$ cat config.mk
export PLATFORM = sky130hd
export DESIGN_NAME = btn_event_arbiter
export DESIGN_NICKNAME = d
export VERILOG_FILES = /design/src/rtl/btn_event_pkg.sv /design/src/rtl/btn_conditioner.sv /design/src/rtl/btn_event_arbiter.sv
export SDC_FILE = /design/constraint.sdc
export NUM_CORES = 1
export LEC_CHECK = 0
export BUFFER_PORTS_ARGS = -buffer_cell sky130_fd_sc_hd__buf_2
export CORE_UTILIZATION = 30
export DETAILED_ROUTE_END_ITERATION = 10
export GPL_TIMING_DRIVEN = 0
export PLACE_DENSITY_LB_ADDON = 0.05
export SLEW_MARGIN = 25
export SYNTH_ARGS = -nofsm -noshare
export SYNTH_HDL_FRONTEND = slang
export SYNTH_HIERARCHICAL = 1
export SYNTH_SLANG_ARGS = --single-unit
$ cat constraint.sdc
create_clock -name clk -period 2 [get_ports clk]
set_input_delay 0.1 -clock clk [delete_from_list [all_inputs] [get_ports clk]]
set_output_delay 0.1 -clock clk [all_outputs]
set_load 0.05 [all_outputs]
$ cat src/rtl/btn_event_pkg.sv
// Shared types and constants for the button event arbiter.
// Optional release events are enabled with BTN_EVENT_ARBITER_RELEASE_EN.
package btn_event_pkg;

   typedef enum logic {
      ST_IDLE  = 1'b0,
      ST_OFFER = 1'b1
   } state_e;

   localparam int DEF_NUM_IN    = 4;
   localparam int DEF_DB_CYCLES = 16;

   // Ceiling log2 for elaboration-time widths; clog2(1) = 0.
   function automatic int clog2(input int value);
      int r;
      r = 0;
      for (int v = value - 1; v > 0; v = v >> 1) begin
         r = r + 1;
      end
      return r;
   endfunction

endpackage

$ cat src/rtl/btn_conditioner.sv
// One button: 2-flop synchroniser, counter debounce and edge detect.
// With BTN_EVENT_ARBITER_RELEASE_EN a falling-edge strobe is also produced.
module btn_conditioner
   import btn_event_pkg::*;
#(
   parameter int DB_CYCLES = DEF_DB_CYCLES
) (
   input  logic clk,
   input  logic rst,
   input  logic i_btn,
   output logic o_db_state,
   output logic o_rise
`ifdef BTN_EVENT_ARBITER_RELEASE_EN
   ,output logic o_fall
`endif
);

   localparam int                 CNT_W   = clog2(DB_CYCLES + 1);
   localparam logic [CNT_W-1:0]   CNT_MAX = CNT_W'(DB_CYCLES - 1);

   logic             r_s1;
   logic             r_s2;
   logic             r_db_state;
   logic             r_db_q;
   logic [CNT_W-1:0] r_cnt;

   // NOTE: sequential state uses <= so every flop samples pre-edge values.
   always_ff @(posedge clk) begin
      if (rst) begin
         r_s1       <= 1'b0;
         r_s2       <= 1'b0;
         r_db_state <= 1'b0;
         r_db_q     <= 1'b0;
         r_cnt      <= '0;
      end else begin
         r_s1   <= i_btn;
         r_s2   <= r_s1;
         r_db_q <= r_db_state;
         // The new level must hold for DB_CYCLES consecutive clocks.
         if (r_s2 == r_db_state) begin
            r_cnt <= '0;
         end else if (r_cnt == CNT_MAX) begin
            r_db_state <= r_s2;
            r_cnt      <= '0;
         end else begin
            r_cnt <= r_cnt + 1'b1;
         end
      end
   end

   assign o_db_state = r_db_state;
   assign o_rise     = r_db_state & ~r_db_q;
`ifdef BTN_EVENT_ARBITER_RELEASE_EN
   assign o_fall     = ~r_db_state & r_db_q;
`endif

endmodule

$ cat src/rtl/btn_event_arbiter.sv
// Conditions NUM_IN buttons, latches one pending event each and serialises
// them round-robin over valid/ready. BTN_EVENT_ARBITER_RELEASE_EN adds release events.
module btn_event_arbiter
   import btn_event_pkg::*;
#(
   parameter int NUM_IN    = DEF_NUM_IN,
   parameter int DB_CYCLES = DEF_DB_CYCLES,
   parameter int IDX_W     = 2
) (
   input  logic              clk,
   input  logic              rst,
   input  logic [NUM_IN-1:0] btn_in,
   output logic              evt_valid,
   output logic [IDX_W-1:0]  evt_idx,
   input  logic              evt_ready,
   output logic [NUM_IN-1:0] pending,
   output logic              overflow
`ifdef BTN_EVENT_ARBITER_RELEASE_EN
   ,output logic             evt_level
`endif
);

   logic [NUM_IN-1:0] w_db_state;
   logic [NUM_IN-1:0] w_rise;
   logic [NUM_IN-1:0] w_event;
   logic [NUM_IN-1:0] w_clear;
   logic              w_handshake;

   logic [NUM_IN-1:0] r_pending;
   logic              r_overflow;
   state_e            r_state;
   state_e            w_state_next;
   logic [IDX_W-1:0]  r_evt_idx;
   logic [IDX_W-1:0]  w_idx_next;
   logic [IDX_W-1:0]  r_last;
   logic [IDX_W-1:0]  w_last_next;
   logic              w_grant_found;
   logic [IDX_W-1:0]  w_grant_idx;
   logic [IDX_W-1:0]  w_cand;

`ifdef BTN_EVENT_ARBITER_RELEASE_EN
   logic [NUM_IN-1:0] w_fall;
   logic              r_evt_level;
   logic              w_level_next;
`endif

   for (genvar g = 0; g < NUM_IN; g++) begin : g_cond
      btn_conditioner #(
         .DB_CYCLES (DB_CYCLES)
      ) u_cond (
         .clk        (clk),
         .rst        (rst),
         .i_btn      (btn_in[g]),
         .o_db_state (w_db_state[g]),
         .o_rise     (w_rise[g])
`ifdef BTN_EVENT_ARBITER_RELEASE_EN
         ,.o_fall    (w_fall[g])
`endif
      );
   end

`ifdef BTN_EVENT_ARBITER_RELEASE_EN
   assign w_event = w_rise | w_fall;
`else
   assign w_event = w_rise;
`endif

   assign w_handshake = (r_state == ST_OFFER) && evt_ready;
   assign w_clear     = w_handshake ? (NUM_IN'(1) << r_evt_idx) : '0;

   // A new edge on a bit being served re-arms it; on a still-unserved bit it is merged and lost.
   always_ff @(posedge clk) begin
      if (rst) begin
         r_pending  <= '0;
         r_overflow <= 1'b0;
      end else begin
         r_pending  <= (r_pending & ~w_clear) | w_event;
         r_overflow <= r_overflow | (|(w_event & r_pending & ~w_clear));
      end
   end

   // Round-robin: first pending bit strictly after the last served index, wrapping.
   always_comb begin
      w_grant_found = 1'b0;
      w_grant_idx   = '0;
      w_cand        = '0;
      for (int off = 1; off <= NUM_IN; off++) begin
         w_cand = IDX_W'((int'(r_last) + off) % NUM_IN);
         if (!w_grant_found && r_pending[w_cand]) begin
            w_grant_found = 1'b1;
            w_grant_idx   = w_cand;
         end
      end
   end

   // NOTE: every always_comb output gets a default first so no latch is inferred.
   always_comb begin
      w_state_next = r_state;
      w_idx_next   = r_evt_idx;
      w_last_next  = r_last;
`ifdef BTN_EVENT_ARBITER_RELEASE_EN
      w_level_next = r_evt_level;
`endif
      case (r_state)
         ST_IDLE: begin
            if (w_grant_found) begin
               w_state_next = ST_OFFER;
               w_idx_next   = w_grant_idx;
`ifdef BTN_EVENT_ARBITER_RELEASE_EN
               w_level_next = w_db_state[w_grant_idx];
`endif
            end
         end
         ST_OFFER: begin
            if (evt_ready) begin
               w_state_next = ST_IDLE;
               w_last_next  = r_evt_idx;
            end
         end
         default: w_state_next = ST_IDLE;
      endcase
   end

   // NOTE: last resets to NUM_IN-1 so that index 0 wins the first arbitration.
   always_ff @(posedge clk) begin
      if (rst) begin
         r_state   <= ST_IDLE;
         r_evt_idx <= '0;
         r_last    <= IDX_W'(NUM_IN - 1);
`ifdef BTN_EVENT_ARBITER_RELEASE_EN
         r_evt_level <= 1'b0;
`endif
      end else begin
         r_state   <= w_state_next;
         r_evt_idx <= w_idx_next;
         r_last    <= w_last_next;
`ifdef BTN_EVENT_ARBITER_RELEASE_EN
         r_evt_level <= w_level_next;
`endif
      end
   end

   assign evt_valid = (r_state == ST_OFFER);
   assign evt_idx   = r_evt_idx;
   assign pending   = r_pending;
   assign overflow  = r_overflow;
`ifdef BTN_EVENT_ARBITER_RELEASE_EN
   assign evt_level = r_evt_level;
`endif

endmodule

### Word-level counts from Yosys, hierarchy flattened

Cells that the tools add are included.
Widths: inputs -> output; s select.

| storage, ports and cells | value |
|---|---|
| output and inout bits | 8 |
| memory bits (writable) | 0 |
| memories | 0 |
| input bits | 7 |
| memory bits (read-only) | 0 |
| latch bits | 0 |
| bits in registers | 46 |
| logic and storage cells | 103 |

| cells by class | value |
|---|---|
| add/subtract/negate cells | 8 |
| equality and inequality tests | 8 |
| multipliers | 0 |
| bitwise logic cells | 19 |
| reductions and logical operators | 18 |
| divide/modulo/power cells | 0 |
| shift operators | 1 |
| mux-type cells | 20 |
| $lt $le $gt $ge | 4 |

Operators by type and width:

| operator | number |
|---|---|
| $add 5x1->5 const B | 4 |
| $eq 5x4->1 const B | 4 |
| $and 4x4->4 | 3 |
| $lt 2x3->1 const B | 4 |
| $reduce_and 2->1 | 6 |
| $reduce_or 3->1 | 4 |
| $mux 1 | 10 |
| $not 1->1 | 9 |
| $bmux 1 s2 | 4 |
| $mux 2 | 4 |
| $add 2x1->2 const B | 2 |
| $add 2x2->2 const B | 2 |
| $and 1x1->1 | 4 |
| $eq 1x1->1 | 4 |
| $logic_and 1x1->1 | 4 |
| $mux 4 | 1 |
| $not 4->4 | 1 |
| $or 4x4->4 | 1 |
| $reduce_or 4->1 | 1 |
| $shl 1x2->4 const A | 1 |
| $logic_not 1->1 | 3 |
| $pmux 1 s2 | 1 |
| $or 1x1->1 | 1 |

### Depth between registers and ports, before layout

Gate-level depths: netlist of run 1.

| logic depth | value |
|---|---|
| word-level depth | 15 |
| mapped depth | 5 |
| gate-level depth less buffers | 5 |

### By module

Netlist of run 1, hierarchy kept.

Modules (own cells, without submodules):

| module | sequential area each (um2) | times used | area each (um2) | cells an instance |
|---|---|---|---|---|
| btn_conditioner | 180.2 | 4 | 319.1 | 30 |
| btn_event_arbiter | 200.2 | 1 | 486.7 | 62 |

### Worst setup path before layout of run 1

OpenSTA, ideal clock, no wires.

| timing | value |
|---|---|
| path kind | reg-to-reg |
| start | register r_pending[3] (netlist: pending[3]) |
| end | register r_evt_idx[1] (netlist: evt_idx[1]) |
| period minus slack after synthesis | 1661 ps |
| library setup time | 91 ps |
| cell stages (with the launch flop) | 6 |
| path slack | 339 ps |
| data required time | 1909 ps |
| buffers on the path | 1 |
| arrival time | 1570 ps |
| path through | dfxtp_1 buf_2 nand2b_1 a21oi_1 or3_1 a311oi_1 |

| on the way | value |
|---|---|
| word-level cells in the longest chain between the ends | 13 |
| elaborated cells between the ends (all ways) | 23 |
| those cells by class | mux: 16; reduce/logical: 7 |

Ends and longest elaborated chain:

| item | RTL line | RTL |
|---|---|---|
| start, declared | btn_event_arbiter.sv:29 | `logic [NUM_IN-1:0] r_pending;` |
| start signal, assigned | btn_event_arbiter.sv:77 | `r_pending <= (r_pending & ~w_clear) \| w_event;` |
| $bmux 1 s2 | btn_event_arbiter.sv:89 | `if (!w_grant_found && r_pending[w_cand]) begin` |
| $mux 1 (implied by the code) | btn_event_arbiter.sv:89 |  |
| $mux 1 | btn_event_arbiter.sv:89 |  |
| $logic_not 1->1 | btn_event_arbiter.sv:89 |  |
| $logic_and 1x1->1 | btn_event_arbiter.sv:89 |  |
| $mux 1 | btn_event_arbiter.sv:89 |  |
| $logic_not 1->1 | btn_event_arbiter.sv:89 |  |
| $logic_and 1x1->1 | btn_event_arbiter.sv:89 |  |
| $mux 1 | btn_event_arbiter.sv:89 |  |
| $logic_not 1->1 | btn_event_arbiter.sv:89 |  |
| $logic_and 1x1->1 | btn_event_arbiter.sv:89 |  |
| $mux 1 | btn_event_arbiter.sv:89 |  |
| $reduce_and 2->1 (no line) | -- |  |
| end signal, assigned | btn_event_arbiter.sv:135 | `r_evt_idx <= w_idx_next;` |
| end, declared | btn_event_arbiter.sv:33 | `logic [IDX_W-1:0] r_evt_idx;` |

Parallel ways exist; a longest one is shown, timed or not. The select of a mux whose other input is x is not followed.
A chain may end at the register's enable or synchronous reset.

### Worst setup path after layout of run 1

| timing | value |
|---|---|
| start | register g_cond[2].u_cond.r_cnt[0] |
| end | register g_cond[2].u_cond.r_cnt[2] |

| on the way | value |
|---|---|
| word-level cells in the longest chain between the ends | 2 |
| elaborated cells between the ends (all ways) | 3 |
| those cells by class | add/sub: 1; eq/ne: 1; reduce/logical: 1 |

Ends and longest elaborated chain:

| item | RTL line | RTL |
|---|---|---|
| start, declared | btn_conditioner.sv:25 | `logic [CNT_W-1:0] r_cnt;` |
| start signal, assigned | btn_conditioner.sv:46 | `r_cnt <= r_cnt + 1'b1;` |
| branches (longest 2 deep; another with $add 5x1->5) | -- |  |

Several ways; the timed one is not identified.

==> results of run 1 <==
[routing by layer]
layer  vias to the layer above  global-route usage [%]  part of all wire, %
met5                         -                       0                    0
met3                         6                    3.49                  4.2
li1                        644                       -                    -
met4                         0                    4.81                  1.8
met1                       573                    11.6                   46
met2                        19                    18.5                   48
[state kept, by name, indices dropped and copies added, names as in the netlist]
register,flops
g_cond.u_cond/o_db_state,4
g_cond.u_cond/r_s2,4
r_last,2
overflow,1
g_cond.u_cond/r_cnt,20
g_cond.u_cond/r_db_q,4
g_cond.u_cond/r_s1,4
evt_idx,2
evt_valid,1
pending,4
[final cells by class]
cell class	instances	area, um2
repair buffers	16	90.1
fillers	582	3520
clock buffers	6	82.6
plain buffers	2	10.0
clock inverters	1	30.0
well taps	72	90.1
flip-flops and latches	46	921
multi-input cells	125	798
inverters	9	33.8
[worst max-delay path by stage]
stage | from | end | slack (ps) | cells past startpoint
6_report | g_cond[2].u_cond/r_cnt[0]$_SDFF_PP0_ | g_cond[2].u_cond/r_cnt[2]$_SDFF_PP0_ | 420 | 5
5_1_grt | g_cond[2].u_cond/r_cnt[0]$_SDFF_PP0_ | g_cond[2].u_cond/r_cnt[2]$_SDFF_PP0_ | 330 | 5
4_1_cts | g_cond[2].u_cond/r_cnt[0]$_SDFF_PP0_ | g_cond[2].u_cond/r_cnt[2]$_SDFF_PP0_ | 400 | 5
3_5_place_dp | g_cond[2].u_cond/r_cnt[0]$_SDFF_PP0_ | g_cond[2].u_cond/r_cnt[2]$_SDFF_PP0_ | 420 | 5
3_3_place_gp | g_cond[1].u_cond/r_cnt[0]$_SDFF_PP0_ | g_cond[1].u_cond/r_cnt[3]$_SDFF_PP0_ | 490 | 5
2_1_floorplan | pending[3]$_SDFF_PP0_ | evt_idx[1]$_SDFFE_PP0P_ | 340 | 5
[per-stage QoR]
stage / cell area, um2 / setup slack, ps / power (mW) / util (%) / hold slack, ps
final: 2060 / 418 / 1.64 / 36.9 / 21.8
after global routing: 2060 / 333 / 1.73 / 36.9 / 30.8
after CTS: 2060 / 396 / 1.68 / 36.9 / 10.5
after detailed placement: 1920 / 416 / 0.985 / 34.5 / 312
after global placement: 1920 / 494 / 0.983 / 34.5 / 308
after floorplan: 1760 / 339 / 0.968 / - / 172
[layout by cell type (no fill, tap or decap), drive strengths merged]
master,count
a21oi,8
clkbuf,7
nor2,33
mux2i,4
inv,9
a211o,1
or3,5
nand2,6
bufinv,1
xnor2,8
or2b,1
dfxtp,46
nand3,8
o31a,1
and3,5
xor2,4
o21ai,2
nor3,1
dlygate4sd3,2
or2,1
nor4,1
nand2b,3
ha,8
nor3b,1
a41oi,1
a311oi,1
nand3b,2
nand4b,1
buf,15
a211oi,2
nor2b,17
[kinds of logic (layout without fill, tap and decap cells)]
| logic type | Yosys count | in the layout | synth area share, % |
|---|---|---|---|
| simple gates | 85 | 85 | 25.6 |
| flops | 46 | 46 | 52.2 |
| compound gates | 16 | 16 | 5.75 |
| xor+xnor | 12 | 12 | 5.96 |
| buf+inv | 11 | 34 | 2.48 |
| fa+ha+maj | 8 | 8 | 5.68 |
| mux | 4 | 4 | 2.27 |
[worst reg2reg max path, stage by stage, from the launching register on]
cell and delay (ps):
dfxtp_1 330, ha_1 220, and3_1 200, ha_1 210
or3_4 430, nor2_1 130
[power breakdown]
group          total, mW  switching, mW  internal, mW
clock              0.677          0.278         0.399
combinational     0.0360         0.0182        0.0178
sequential         0.930        0.00455         0.925
total               1.64          0.301          1.34
[timing repair]
item / CTS / global route
endpoints found under the setup margin: 0 / 0
hold endpoints to repair: 2 / 0
hold buffers: 2 / 0
==> results.py, run 1 <==
metrics = {
    "outcome": {
        "status": "complete, no violations",
    },
    "sta": {
        "slew_headroom_pct": 74.7,
        "max_freq_mhz": 632,
        "finalSetupViolations": 0,
        "finalCriticalPeriod_ps": 1580,
        "setup_tns_ps": 0,
        "grt_setup_unrepaired": "no",
        "skew_ps": 5.35,
        "finalHoldViolCount": 0,
        "period_share_pct": 79.1,
        "drv_slew": 0,
        "worstMarginPinSlew_ps": 380,
    },
    "power_and_ir_drop": {
        "p_leak_nw": 0.804,
        "ir_worst_vdd_uv": 497,
        "powerDensity_nw_per_um2": 799,
    },
    "clocking": {
        "clock-root-buffer": "clkbuf_8",
        "clockBufferDepth": 2,
        "htreeDepth": 2,
        "ctsResizeCount": 0,
        "cts_inserted_buffers": 5,
        "cts_setup_buffers": 0,
        "cts.sinks": 46,
        "tritoncts": "done",
        "path_clk_slew_ps": 70,
        "clock_latency_ps": 290,
    },
    "yosys": {
        "synth_commonest_cells": "dfxtp_1 (46), nor2_1 (33), nor2b_1 (17)",
        "yosysMostFrequentCell": "dfxtp_1",
        "yosys.area.top_type": "dfxtp_1",
        "ys_types": 30,
        "yosysWarnings": 6,
        "yosys-top-cells-area": "dfxtp_1 (52%), nor2_1 (7.0%), nor2b_1 (6.0%), ha_1 (5.7%), xnor2_1 (4.0%)",
        "syn_area_per_cell_um2": 9.69,
        "syn-cell-area_um2": 1760,
        "synth_top_area_share_pct": 52.2,
        "synth-edff-count": 0,
        "synth_nets": 197,
        "syn_inst": 182,
        "synthFlopType": "dfxtp_1",
        "ys_seq_elements": 46,
        "synthArstFlopShare_pct": 0,
        "yosysSeqAreaShare_pct": 52.2,
    },
    "setup_path": {
        "crit_family": "simple AND/OR/NAND/NOR gates",
        "critical_path_class": "reg -> reg",
        "slowest_stage": "or3_4",
        "cp_num_buf_inv": 0,
        "slowest_delay_ps": 430,
        "path_max_fanout": 5,
        "r2r-start": "g_cond[2].u_cond/r_cnt[0]$_SDFF_PP0_",
        "cp.arrival_ps": 1800,
        "crit_top_cell": "ha_1",
        "worstSetupEndpointType": "register",
        "reg2reg_slack_ps": 420,
        "r2r_cells": 5,
        "worstPathRequired_ps": 2220,
        "startpoint_type": "register",
        "path_cells": "ha_1 > and3_1 > ha_1 > or3_4 > nor2_1",
        "reg2reg_to": "g_cond[2].u_cond/r_cnt[2]$_SDFF_PP0_",
    },
    "drt": {
        "drt_iter0_markers": 16,
        "wl_mm": 2.93,
        "via_count": 1242,
        "first_pass_iters": 4,
        "wl_per_cell_um": 10.6,
        "ant_nets": 0,
        "drc": 0,
        "viasPerCell": 4.48,
    },
    "global_route": {
        "grt_first_pass_wirelength_mm": 5.02,
        "grt_usage_pct": 10.6,
        "grt_remaining_overflow": 0,
        "grt_max_degree": 22,
        "antenna_found_initial": 0,
        "grt_pass1_vias": 1196,
    },
    "final_layout": {
        "area_delta_synth_final_pct": 16.6,
        "antennaDiodeCount": 0,
        "drive_gt1_share_pct": 14.6,
        "final_cells": 277,
        "final_nets": 220,
    },
    "floorplanning": {
        "rows": 27,
        "dieHeight_um": 78.7,
        "ios": 15,
        "die_w_um": 78.7,
        "initial_core_util_pct": 31.6,
        "fp.coreArea_um2": 5570,
        "die_area_um2": 6190,
    },
    "place": {
        "place_hpwl_mm": 2.17,
        "dp_cells": 268,
        "gp_congestion": 0.709,
        "io_buffers": 14,
    },
    "min_path": {
        "hp-class": "in -> reg",
        "min-delay-start": "btn_in[2]",
        "whs_path_depth": 2,
        "whs_endpoint": "g_cond[2].u_cond/r_s1$_SDFF_PP0_",
    },
    "job": {
        "maxCapViolCount": 0,
    },
}
Note: power is estimated with default switching activity, not from simulation.
==> inputs of run 2 (changes only) <==
==> constraint.sdc (replaced) <==
create_clock -name clk -period 1.6 [get_ports clk]
set_input_delay 0.08 -clock clk [delete_from_list [all_inputs] [get_ports clk]]
set_output_delay 0.08 -clock clk [all_outputs]
set_load 0.05 [all_outputs]
==> results.py, run 2 (same netlist as run 1, synthesis figures left out) <==
metrics = {
    "final_layout": {
        "stdcell_area_um2": 2050,
        "top_register": "g_cond.u_cond/r_cnt",
        "mostFrequentLayoutCells": "dfxtp_1 (44), nor2_1 (30), nor2b_1 (17)",
        "antennaDiodeCount": 0,
        "area_delta_synth_final_pct": 16.4,
        "final_nets": 222,
        "largest_register_ffs": 20,
        "mostFrequentLayoutCell": "dfxtp_1",
        "utilization_pct": 36.8,
        "drive_gt1_share_pct": 16.4,
    },
    "global_route": {
        "grt_usage_pct": 10.6,
        "grt_remaining_overflow": 0,
        "antenna_found_initial": 0,
        "grt_pass1_vias": 1234,
        "grt_first_pass_wirelength_mm": 4.98,
        "grt_max_degree": 22,
    },
    "clocking": {
        "cts.sinks": 46,
        "clockBufferDepth": 2,
        "cts_setup_buffers": 0,
        "htreeDepth": 2,
        "path_clk_slew_ps": 80,
        "clock_latency_ps": 290,
        "tritoncts": "done",
        "cts_inserted_buffers": 5,
        "clock-root-buffer": "clkbuf_8",
    },
    "setup_path": {
        "cp.arrival_ps": 1760,
        "reg2reg_to": "g_cond[3].u_cond/r_cnt[2]$_SDFF_PP0_",
        "reg2reg_slack_ps": 70,
        "cp_num_buf_inv": 0,
        "worstSetupEndpointType": "register",
        "slowest_stage": "or3_4",
        "r2r-start": "g_cond[3].u_cond/r_cnt[0]$_SDFF_PP0_",
        "r2r_cells": 5,
        "critical_path_class": "reg -> reg",
        "startpoint_type": "register",
        "crit_family": "simple AND/OR/NAND/NOR gates",
        "slowest_delay_ps": 420,
        "worstPathRequired_ps": 1830,
        "path_max_fanout": 5,
        "crit_top_cell": "ha_1",
        "path_cells": "ha_1 > and3_1 > ha_1 > or3_4 > nor2_1",
    },
    "sta": {
        "setup_tns_ps": 0,
        "max_freq_mhz": 652,
        "period_share_pct": 95.9,
        "finalSetupViolations": 0,
        "whs_ps": 42.2,
        "drv_slew": 0,
        "grt_setup_unrepaired": "no",
        "finalCriticalPeriod_ps": 1530,
        "skew_ps": 3.53,
        "worstMarginPinSlew_ps": 359,
        "slew_headroom_pct": 75.9,
        "finalHoldViolCount": 0,
    },
    "floorplanning": {
        "dieHeight_um": 78.7,
        "ios": 15,
        "initial_core_util_pct": 31.6,
        "die_w_um": 78.7,
        "rows": 27,
        "die_area_um2": 6190,
        "fp.coreArea_um2": 5570,
    },
    "power_and_ir_drop": {
        "switching_share_pct": 19.9,
        "clock_power_share_pct": 34.6,
        "seqPwrFrac_pct": 62.7,
        "p_leak_nw": 0.789,
        "power_mw": 1.85,
        "ir_worst_vdd_uv": 349,
        "powerDensity_nw_per_um2": 903,
        "p_switching_mw": 0.370,
        "p_comb_share_pct": 2.7,
        "internal_power_mw": 1.48,
    },
    "min_path": {
        "whs_endpoint": "evt_valid$_SDFF_PP0_",
        "whs_path_depth": 2,
        "hp-class": "in -> reg",
        "min-delay-start": "evt_ready",
    },
    "drt": {
        "via_count": 1269,
        "viasPerCell": 4.55,
        "wl_per_cell_um": 10.6,
        "wl_mm": 2.97,
        "first_pass_iters": 3,
        "ant_nets": 0,
        "drc": 0,
        "drt_iter0_markers": 42,
    },
    "place": {
        "gp_congestion": 0.710,
        "io_buffers": 14,
        "dpl_cell_area_um2": 1920,
        "place_hpwl_mm": 2.22,
    },
    "outcome": {
        "status": "complete, no violations",
    },
    "job": {
        "maxCapViolCount": 0,
    },
}
==> run 2: cell count changes in the layout (fill, tap and decap cells not counted) <==
cell	change
nor2_1	-3
nor2_2	+3
clkbuf_1	+2
dfxtp_1	-2
dfxtp_2	+2
dlygate4sd3_1	+2
bufinv_16	-1
clkbuf_8	-1
ha_1	-1
ha_2	+1
==> run 2: stage by stage <==
step / worst slack [ps] / instances
2_1_floorplan: 89.1 / 182
3_3_place_gp: 93.5 / 268
3_5_place_dp: 48.6 / 268
4_1_cts: 28.7 / 279
5_1_grt: 8.14 / 279
6_report: 65.3 / 279
==> run 2: routing by layer <==
layer / share of wire (%) / track usage [%] / routed length (um)
met1: 46 / 10.5 / 1360
met2: 49 / 19.3 / 1440
met3: 3.6 / 3.49 / 108
met5: 0 / 0 / 0
met4: 2.1 / 6.11 / 62
==> run 2: final cells by class <==
type                    count  area [um2]
well taps                  72        90.1
clock buffers               7        76.3
fillers                   586        3520
multi-input cells         125         808
repair buffers             18         110
inverters                   9        33.8
plain buffers               2        10.0
flip-flops and latches     46         923
==> run 2: timing repair <==
item                                   CTS  global route
setup endpoints to repair                0            14
gates resized for setup                  0             5
hold buffers                             4             0
endpoints found under the hold margin    4             0
==> run 2: how the worst max path moves through the flow <==
stage	start	end	slack, ps	cells past startpoint
2_1_floorplan	evt_valid$_SDFF_PP0_	overflow$_SDFF_PP0_	90	4
3_3_place_gp	g_cond[1].u_cond/r_cnt[0]$_SDFF_PP0_	g_cond[1].u_cond/r_cnt[3]$_SDFF_PP0_	90	5
3_5_place_dp	g_cond[0].u_cond/r_cnt[0]$_SDFF_PP0_	g_cond[0].u_cond/r_cnt[1]$_SDFF_PP0_	50	5
4_1_cts	g_cond[0].u_cond/r_cnt[0]$_SDFF_PP0_	g_cond[0].u_cond/r_cnt[1]$_SDFF_PP0_	30	5
5_1_grt	g_cond[3].u_cond/r_cnt[0]$_SDFF_PP0_	g_cond[3].u_cond/r_cnt[2]$_SDFF_PP0_	8	5
6_report	g_cond[3].u_cond/r_cnt[0]$_SDFF_PP0_	g_cond[3].u_cond/r_cnt[2]$_SDFF_PP0_	70	5
==> run 2: power groups by stage <==
stage	registers [mW]	clock network, mW	logic (mW)
after detailed placement	1.19	0	0.0424
after global routing	1.16	0.743	0.0558
final	1.16	0.641	0.0493
after global placement	1.19	0	0.0408
after CTS	1.16	0.683	0.0499
after floorplan	1.19	0	0.0226
